--- src/rtl/ssram_ctrl_pkg.sv ---
// Shared types and timing constants for the SSRAM macro controller.
// The read wait is the discharge count plus evaluate cycles plus margin.
package ssram_ctrl_pkg;

    typedef enum logic [2:0] {
        IDLE,
        WR_SETUP,
        WR_PULSE,
        RD_SETUP,
        RD_PULSE,
        RD_WAIT,
        RD_EVAL,
        RESP
    } state_e;

    localparam int RE_CYCLES     = 6;
    localparam int EN_STEP       = 2;
    localparam int RD_MARGIN_DEF = 8;
    localparam int EN_MAX_DEF    = 31;

    // Load value for the down-counter: it counts through zero, so it is one less than the wait length.
    function automatic logic [6:0] wait_load(input logic [5:0] en, input int margin);
        return 7'(int'(en) + RE_CYCLES + margin - 1);
    endfunction

endpackage

--- src/rtl/ssram_ctrl_wait_cnt.sv ---
// Loadable 7-bit down-counter that times the RD_WAIT phase of a read.
// done_o is high while the count sits at zero.
module ssram_ctrl_wait_cnt
    import ssram_ctrl_pkg::*;
(
    input  logic       CLK_RBL,
    input  logic       rst_n,
    input  logic       load_i,
    input  logic [6:0] load_val_i,
    input  logic       dec_i,
    output logic       done_o
);

    logic [6:0] cnt_q, cnt_d;

    always_comb begin
        cnt_d = cnt_q;
        if (load_i) begin
            cnt_d = load_val_i;
        end else if (dec_i && (cnt_q != 7'd0)) begin
            cnt_d = cnt_q - 7'd1;
        end
    end

    always_ff @(posedge CLK_RBL or negedge rst_n) begin
        if (!rst_n) begin
            cnt_q <= '0;
        end else begin
            cnt_q <= cnt_d;
        end
    end

    assign done_o = (cnt_q == 7'd0);

endmodule

--- src/rtl/ssram_ctrl.sv ---
// Controller for a read-bitline SSRAM macro: single-pulse writes, and reads
// with discharge-count retries that widen the discharge window on a failure flag.
module ssram_ctrl
    import ssram_ctrl_pkg::*;
#(
    parameter int RD_MARGIN = RD_MARGIN_DEF,
    parameter int EN_MAX    = EN_MAX_DEF
) (
    input  logic        CLK_RBL,
    input  logic        rst_n,
    input  logic        req_i,
    input  logic        we_i,
    input  logic [7:0]  addr_i,
    input  logic [31:0] wdata_i,
    output logic        gnt_o,
    output logic        rvalid_o,
    output logic [31:0] rdata_o,
    output logic        err_o,
    input  logic [4:0]  cfg_en_i,
    input  logic [2:0]  cfg_max_retry_i,
    input  logic        cfg_boost_i,
    output logic        sram_clk_o,
    output logic        sram_cen_o,
    output logic        sram_wen_o,
    output logic        sram_mode_o,
    output logic        sram_boost_o,
    output logic [11:0] sram_en_o,
    output logic [7:0]  sram_brs_o,
    output logic [31:0] sram_d_o,
    input  logic [31:0] sram_q_i,
    input  logic        sram_flag_i
);

    state_e      state_q, state_d;
    logic [5:0]  en_q, en_d;
    logic [2:0]  retry_q, retry_d;
    logic        sram_clk_q, sram_clk_d;
    logic        sram_cen_q, sram_cen_d;
    logic        sram_wen_q, sram_wen_d;
    logic        sram_mode_q, sram_mode_d;
    logic        sram_boost_q, sram_boost_d;
    logic [11:0] sram_en_q, sram_en_d;
    logic [7:0]  sram_brs_q, sram_brs_d;
    logic [31:0] sram_d_q, sram_d_d;
    logic        rvalid_q, rvalid_d;
    logic [31:0] rdata_q, rdata_d;
    logic        err_q, err_d;

    logic [5:0]  en_step;
    logic [5:0]  en_sat;
    logic [6:0]  cnt_load_val;
    logic        cnt_load, cnt_dec, cnt_done;

    assign en_step      = en_q + 6'(EN_STEP);
    assign en_sat       = (en_step > 6'(EN_MAX)) ? 6'(EN_MAX) : en_step;
    assign cnt_load_val = wait_load(en_q, RD_MARGIN);

    ssram_ctrl_wait_cnt u_wait_cnt (
        .CLK_RBL    (CLK_RBL),
        .rst_n      (rst_n),
        .load_i     (cnt_load),
        .load_val_i (cnt_load_val),
        .dec_i      (cnt_dec),
        .done_o     (cnt_done)
    );

    always_comb begin
        // NOTE: every _d starts from its _q (or a fixed idle value) so no path through the case infers a latch.
        state_d      = state_q;
        en_d         = en_q;
        retry_d      = retry_q;
        sram_clk_d   = 1'b0;
        sram_cen_d   = sram_cen_q;
        sram_wen_d   = sram_wen_q;
        sram_mode_d  = sram_mode_q;
        sram_boost_d = cfg_boost_i;
        sram_en_d    = sram_en_q;
        sram_brs_d   = sram_brs_q;
        sram_d_d     = sram_d_q;
        rvalid_d     = 1'b0;
        rdata_d      = rdata_q;
        err_d        = err_q;
        cnt_load     = 1'b0;
        cnt_dec      = 1'b0;
        gnt_o        = 1'b0;

        case (state_q)
            IDLE: begin
                if (req_i) begin
                    gnt_o      = 1'b1;
                    en_d       = {1'b0, cfg_en_i};
                    retry_d    = cfg_max_retry_i;
                    sram_brs_d = addr_i;
                    sram_cen_d = 1'b0;
                    if (we_i) begin
                        sram_wen_d = 1'b0;
                        sram_d_d   = wdata_i;
                        state_d    = WR_SETUP;
                    end else begin
                        sram_wen_d = 1'b1;
                        sram_en_d  = {7'd0, cfg_en_i};
                        state_d    = RD_SETUP;
                    end
                end
            end
            WR_SETUP: begin
                sram_clk_d = 1'b1;
                state_d    = WR_PULSE;
            end
            WR_PULSE: begin
                rvalid_d = 1'b1;
                err_d    = 1'b0;
                state_d  = RESP;
            end
            RD_SETUP: begin
                sram_clk_d = 1'b1;
                state_d    = RD_PULSE;
            end
            RD_PULSE: begin
                cnt_load = 1'b1;
                state_d  = RD_WAIT;
            end
            RD_WAIT: begin
                if (cnt_done) begin
                    state_d = RD_EVAL;
                end else begin
                    cnt_dec = 1'b1;
                end
            end
            RD_EVAL: begin
                // A flagged read re-pulses with CEN still low and a longer discharge window.
                if (sram_flag_i && (retry_q != 3'd0)) begin
                    retry_d     = retry_q - 3'd1;
                    en_d        = en_sat;
                    sram_en_d   = {7'd0, en_sat[4:0]};
                    sram_mode_d = 1'b1;
                    sram_clk_d  = 1'b1;
                    state_d     = RD_PULSE;
                end else begin
                    rdata_d  = sram_q_i;
                    err_d    = sram_flag_i;
                    rvalid_d = 1'b1;
                    state_d  = RESP;
                end
            end
            RESP: begin
                sram_cen_d  = 1'b1;
                sram_wen_d  = 1'b1;
                sram_mode_d = 1'b0;
                err_d       = 1'b0;
                state_d     = IDLE;
            end
            default: state_d = IDLE;
        endcase
    end

    // NOTE: non-blocking assignments so every flop captures the pre-edge _d values together.
    always_ff @(posedge CLK_RBL or negedge rst_n) begin
        if (!rst_n) begin
            state_q      <= IDLE;
            en_q         <= '0;
            retry_q      <= '0;
            sram_clk_q   <= 1'b0;
            sram_cen_q   <= 1'b1;
            sram_wen_q   <= 1'b1;
            sram_mode_q  <= 1'b0;
            sram_boost_q <= 1'b0;
            sram_en_q    <= '0;
            sram_brs_q   <= '0;
            sram_d_q     <= '0;
            rvalid_q     <= 1'b0;
            rdata_q      <= '0;
            err_q        <= 1'b0;
        end else begin
            state_q      <= state_d;
            en_q         <= en_d;
            retry_q      <= retry_d;
            sram_clk_q   <= sram_clk_d;
            sram_cen_q   <= sram_cen_d;
            sram_wen_q   <= sram_wen_d;
            sram_mode_q  <= sram_mode_d;
            sram_boost_q <= sram_boost_d;
            sram_en_q    <= sram_en_d;
            sram_brs_q   <= sram_brs_d;
            sram_d_q     <= sram_d_d;
            rvalid_q     <= rvalid_d;
            rdata_q      <= rdata_d;
            err_q        <= err_d;
        end
    end

    assign sram_clk_o   = sram_clk_q;
    assign sram_cen_o   = sram_cen_q;
    assign sram_wen_o   = sram_wen_q;
    assign sram_mode_o  = sram_mode_q;
    assign sram_boost_o = sram_boost_q;
    assign sram_en_o    = sram_en_q;
    assign sram_brs_o   = sram_brs_q;
    assign sram_d_o     = sram_d_q;
    assign rvalid_o     = rvalid_q;
    assign rdata_o      = rdata_q;
    assign err_o        = err_q;

endmodule

--- config.mk ---
export PLATFORM = sky130hd
export DESIGN_NAME = ssram_ctrl
export DESIGN_NICKNAME = d
export VERILOG_FILES = /design/src/rtl/ssram_ctrl_pkg.sv /design/src/rtl/ssram_ctrl_wait_cnt.sv /design/src/rtl/ssram_ctrl.sv
export SDC_FILE = /design/constraint.sdc
export NUM_CORES = 1
export LEC_CHECK = 0
export CAP_MARGIN = 20
export CORE_UTILIZATION = 45
export CTS_BUF_LIST = sky130_fd_sc_hd__clkbuf_4 sky130_fd_sc_hd__clkbuf_8
export DETAILED_ROUTE_END_ITERATION = 12
export PLACE_DENSITY = 0.84
export SLEW_MARGIN = 20
export SYNTH_ARGS = -nofsm -noshare
export SYNTH_HDL_FRONTEND = slang
export SYNTH_SLANG_ARGS = --single-unit
export TNS_END_PERCENT = 20
--- constraint.sdc ---
create_clock -name CLK_RBL -period 2.1 [get_ports CLK_RBL]
set_clock_uncertainty 0.15 [all_clocks]
set_input_delay 0.63 -clock CLK_RBL [delete_from_list [all_inputs] [get_ports CLK_RBL]]
set_output_delay 0.63 -clock CLK_RBL [all_outputs]
set_load 0.01 [all_outputs]
-- Word level (Yosys, flattened, before mapping)
Cells that the tools add are included.
- output and inout bits: 92
- register bits: 110
- add/subtract/negate cells: 6
- equal/unequal tests: 12
- muxes and demuxes: 36
- bitwise operators: 1
- reductions and logical operators: 22
- $lt $le $gt $ge: 1
- operator list (operator ; count):
    $mux W12 ; 3
    $pmux W12 S2 ; 1
    $pmux W3 S8 ; 1
    $mux W6 ; 3
    $mux W7 ; 2
    $sub A7 B1 Y7 const B ; 2
    $eq A3 B3 Y1 const B ; 4
    $mux W1 ; 12
    $mux W3 ; 4
    $pmux W1 S2 ; 6
    $pmux W6 S2 ; 1
    $reduce_and A2 Y1 ; 6
    $ne A2 B2 Y1 const B ; 5
    $reduce_bool A2 Y1 ; 5
    $add A6 B3 Y7 const B ; 1
    $add A7 B4 Y7 const B ; 1
    $logic_not A7 Y1 ; 1
    $reduce_bool A7 Y1 ; 1
    $add A6 B2 Y6 const B ; 1
    $eq A3 B2 Y1 const B ; 2
    $gt A6 B5 Y1 const B ; 1
    $pmux W3 S2 ; 1
    $reduce_and A3 Y1 ; 2
    $mux W2 ; 2
    8 further kinds ; 10

-- Longest topological paths before layout
- word-level depth: 6
- depth in mapped cells: 8
- depth with buffers taken out: 7

-- Cells and area by module
Synthesis repeated with hierarchy kept, for this count alone.
- cell total of the unflattened synthesis: 355
- area total of the unflattened synthesis: 4543.1 um2
- modules (own cells, without submodules) (module ; area an instance (um2) ; cells each ; times used ; seq. area each (um2)):
    ssram_ctrl ; 4081.4 ; 303 ; 1 ; 2404.8
    ssram_ctrl_wait_cnt ; 461.7 ; 52 ; 1 ; 175.2

-- Worst setup path after synthesis
No wires, ideal clock.
- path kind: input-to-reg
- start: input req_i
- end: register sram_d_q[10], in the netlist sram_d_o[10]
- stages on the path: 5
- path buffers: 1
- arrival time: 1.658 ns
- setup slack: 0.167 ns
- data required time: 1.825 ns
- cell sequence: nand2b_4 nor3_4 nand2_4 buf_6 mux2_4
- longest elaborated chain between the ends: 1
- RTL lines (item ; RTL line ; text):
    from (decl) ; ssram_ctrl.sv:11 ; input logic req_i,
    $reduce_and A3 Y1 (no line) ; - ;
    to (signal assigned) ; ssram_ctrl.sv:185 ; sram_d_q <= sram_d_d;
    to (decl) ; ssram_ctrl.sv:44 ; logic [31:0] sram_d_q, sram_d_d;
Every way passes these cells.
A chain may end at the register's enable or synchronous reset.

-- Final worst setup path
- start: register sram_d_q[12], in the netlist sram_d_o[12]
- end: output sram_d_o[12]
- RTL lines (item ; RTL line ; text):
    to (decl) ; ssram_ctrl.sv:29 ; output logic [31:0] sram_d_o,
No word-level cell between the ends.

==> reports/qor.yml <==
status: "finished, final reports clean"
die_h_um: 103
netlist_area_sq_um: 4600
dp_hpwl_um: 8560
p_per_area_nw_per_um2: 1380
die_w_um: 103
clk_latency_ns: 0.37
ios: 178
use_met3_pct: 4.75
viasPerCell: 5.08
met1_usage_pct: 25.0
ir_worst_vdd_mv: 0.761
fin_area_sq_um: 6860
grt_start_max_net_pins: 48
arrival_ns: 1.28
cpPeakStageDelay_ns: 0.54
hp-class: "input pin to asynchronous set/reset pin"
max_clock_freq_ghz: 0.484
drt_iter0_drc: 83
power.leakage_nw: 3.57
coreArea_sq_um: 9820
clock_sinks: 103
avgSynthCellArea_sq_um: 13.3
cts_inserted_buffers: 9
routed_wl_um: 11600
grt_overflow: 0
cts_htree_levels: 3
rows: 36
fin_crit_ns: 2.06
grt_pass1_vias: 3357
gr-usage-all-layers_pct: 21.0
slew_violations: 0
final_nets: 626
drc: 0
ant_nets: 0
syn_inst: 347
area_growth_pct: 49.3
met2_usage_pct: 37.0
ys.flop_type: "dfrtp_1"
num_antenna_cells: 0
vias: 3411
yosysWarnings: 0
worstSetupPathType: "register to output pin"
cts_tree: "built"
r2r_start: "u_wait_cnt.cnt_q[0]"
worstSetupStartpoint: "sram_d_o[12]"
place_area_sq_um: 6550
worstPathMaxFanout: 2
synthArstFlopShare_pct: 100
drive_above_1_share_pct: 22.7
cts.clk_slew.worst_paths_ns: 0.11
place_ws_ns: -0.620
die_area_sq_um: 10600
cp_slowest_cell: "clkdlybuf4s50_1"
synth_edf_count: 0
cap_violations: 0
synth_cell_types: 50
yosys_register_bits: 103
wire_per_inst_um: 17.4
antenna_found_initial: 0
setup_violations: 0
end_kind: "output pin"
dr.pass1.iters: 4
cp_top_family: "buffers and inverters"
worst-endpoint-required_ns: 1.32
fin_crit_sh_pct: 98.3
port_buffers: 170
cp-start-kind: "register"
hold_viol_final: 0
gp_congestion: 0.783
cts_setup_buffers: 0
initial_utilization_pct: 46.8
grt.busiest_layer: "met2"
setup_ws_ns: 0.0356
clock_path_buffers: 2
timing.critical_path.buf_inv: 1
ys_seq_area_share_pct: 56.1
crit_chain: "clkdlybuf4s50_1"
root_buffer: "clkbuf_8"
grt_first_pass_wirelength_um: 16700
==> flip-flops by register name, summed over array words and instances (netlist names), 3 cells and up <==
register,count
sram_d_o,32
rdata_o,32
retry_q,3
en_q,6
sram_en_o,5
u_wait_cnt.cnt_q,7
state_q,3
sram_brs_o,8
==> worst paths after layout <==
| check | to | slack (ns) | cells after the start |
|---|---|---|---|
| min in group CLK_RBL | sram_en_o[2] | 0.34 | 2 |
| min | en_q[3] | 0.02 | 1 |
| min reg2reg | sram_en_o[2] | 0.34 | 2 |
| max in group asynchronous | rdata_o[15] | 1.21 | 2 |
| max reg2reg | u_wait_cnt.cnt_q[3] | 0.11 | 7 |
| max | sram_d_o[12] | 0.04 | 1 |
==> through the flow <==
| step | TNS (ns) | hold slack (ns) | utilization (%) | cells | total power, mW |
|---|---|---|---|---|---|
| 2_1_floorplan | 0 | 0.184 | - | 353 | 5.96 |
| 3_3_place_gp | -16.73 | 0.320 | 66.7 | 655 | 8.20 |
| 3_5_place_dp | -20.21 | 0.324 | 66.7 | 655 | 8.43 |
| 4_1_cts | 0 | 0.00959 | 68.6 | 671 | 9.66 |
| 5_1_grt | -0.0157 | 0.0281 | 69.9 | 671 | 10.1 |
| 6_report | 0 | 0.0206 | 69.9 | 671 | 9.49 |
==> logic make-up after synthesis <==
family                   after synthesis  synth area share [%]
XOR/XNOR                               8                  1.52
adder cells (fa/ha/maj)                7                  1.90
AND/OR/NAND/NOR                       62                  7.76
multiplexers                          76                  21.0
other                                  1                0.0816
AO/OA/AOI/OAI                         56                  7.32
buffers and inverters                 34                  4.35
flip-flops                           103                  56.1
==> cells in the mapped netlist (all sizes together), types with 4 or more instances <==
cell type,number,area share (%)
o21ai,16,1.7
mux2i,4,0.87
clkbuf,7,0.57
buf,16,2.9
ha,7,1.9
dfrtp,101,55
inv,11,0.90
nor3,6,0.90
nand2b,5,0.84
a21oi,17,1.9
nand2,16,1.5
xnor2,6,1.1
nor2,14,1.2
o22ai,5,0.68
mux2,72,20
==> metal layers <==
metal,wire length [um],share of wire (%)
met5,0,0
met4,172,1.5
met3,848,7.3
met2,6000,52
met1,4620,40
==> report_power, final <==
part | internal (mW) | switching, mW
logic | 2.66 | 1.93
clock network | 0.588 | 0.720
registers | 2.96 | 0.623
total | 6.21 | 3.27
==> placed cells by master (no fill, tap or decap), types with 4 or more instances in the layout <==
cell type        instances
o22ai_1                  5
buf_12                   4
dlymetal6s2s_1          47
buf_4                   19
o21ai_0                 16
mux2_4                  30
dlygate4sd2_1           15
nor2_1                  13
nor3_1                   5
mux2i_1                  4
ha_1                     7
dfrtp_1                101
clkbuf_8                 9
inv_1                   11
nand2_1                 15
conb_1                   7
clkdlybuf4s50_1        106
xnor2_1                  6
a21oi_1                 16
nand2b_1                 4
mux2_2                  42
==> timing repair <==
action,in CTS,in global routing
gates resized for setup,19,49
pin swaps,0,0
hold buffers,0,0
setup endpoints to repair,15,54
==> cell type report <==
cell class	count	area, sq um
repair buffers	192	2010
flip-flops and latches	103	2580
inverters	11	41.3
fillers	721	2960
clock buffers	10	131
well taps	133	166
multi-input cells	216	1860
clock inverters	6	78.8
(Power assumes the default switching activity.)
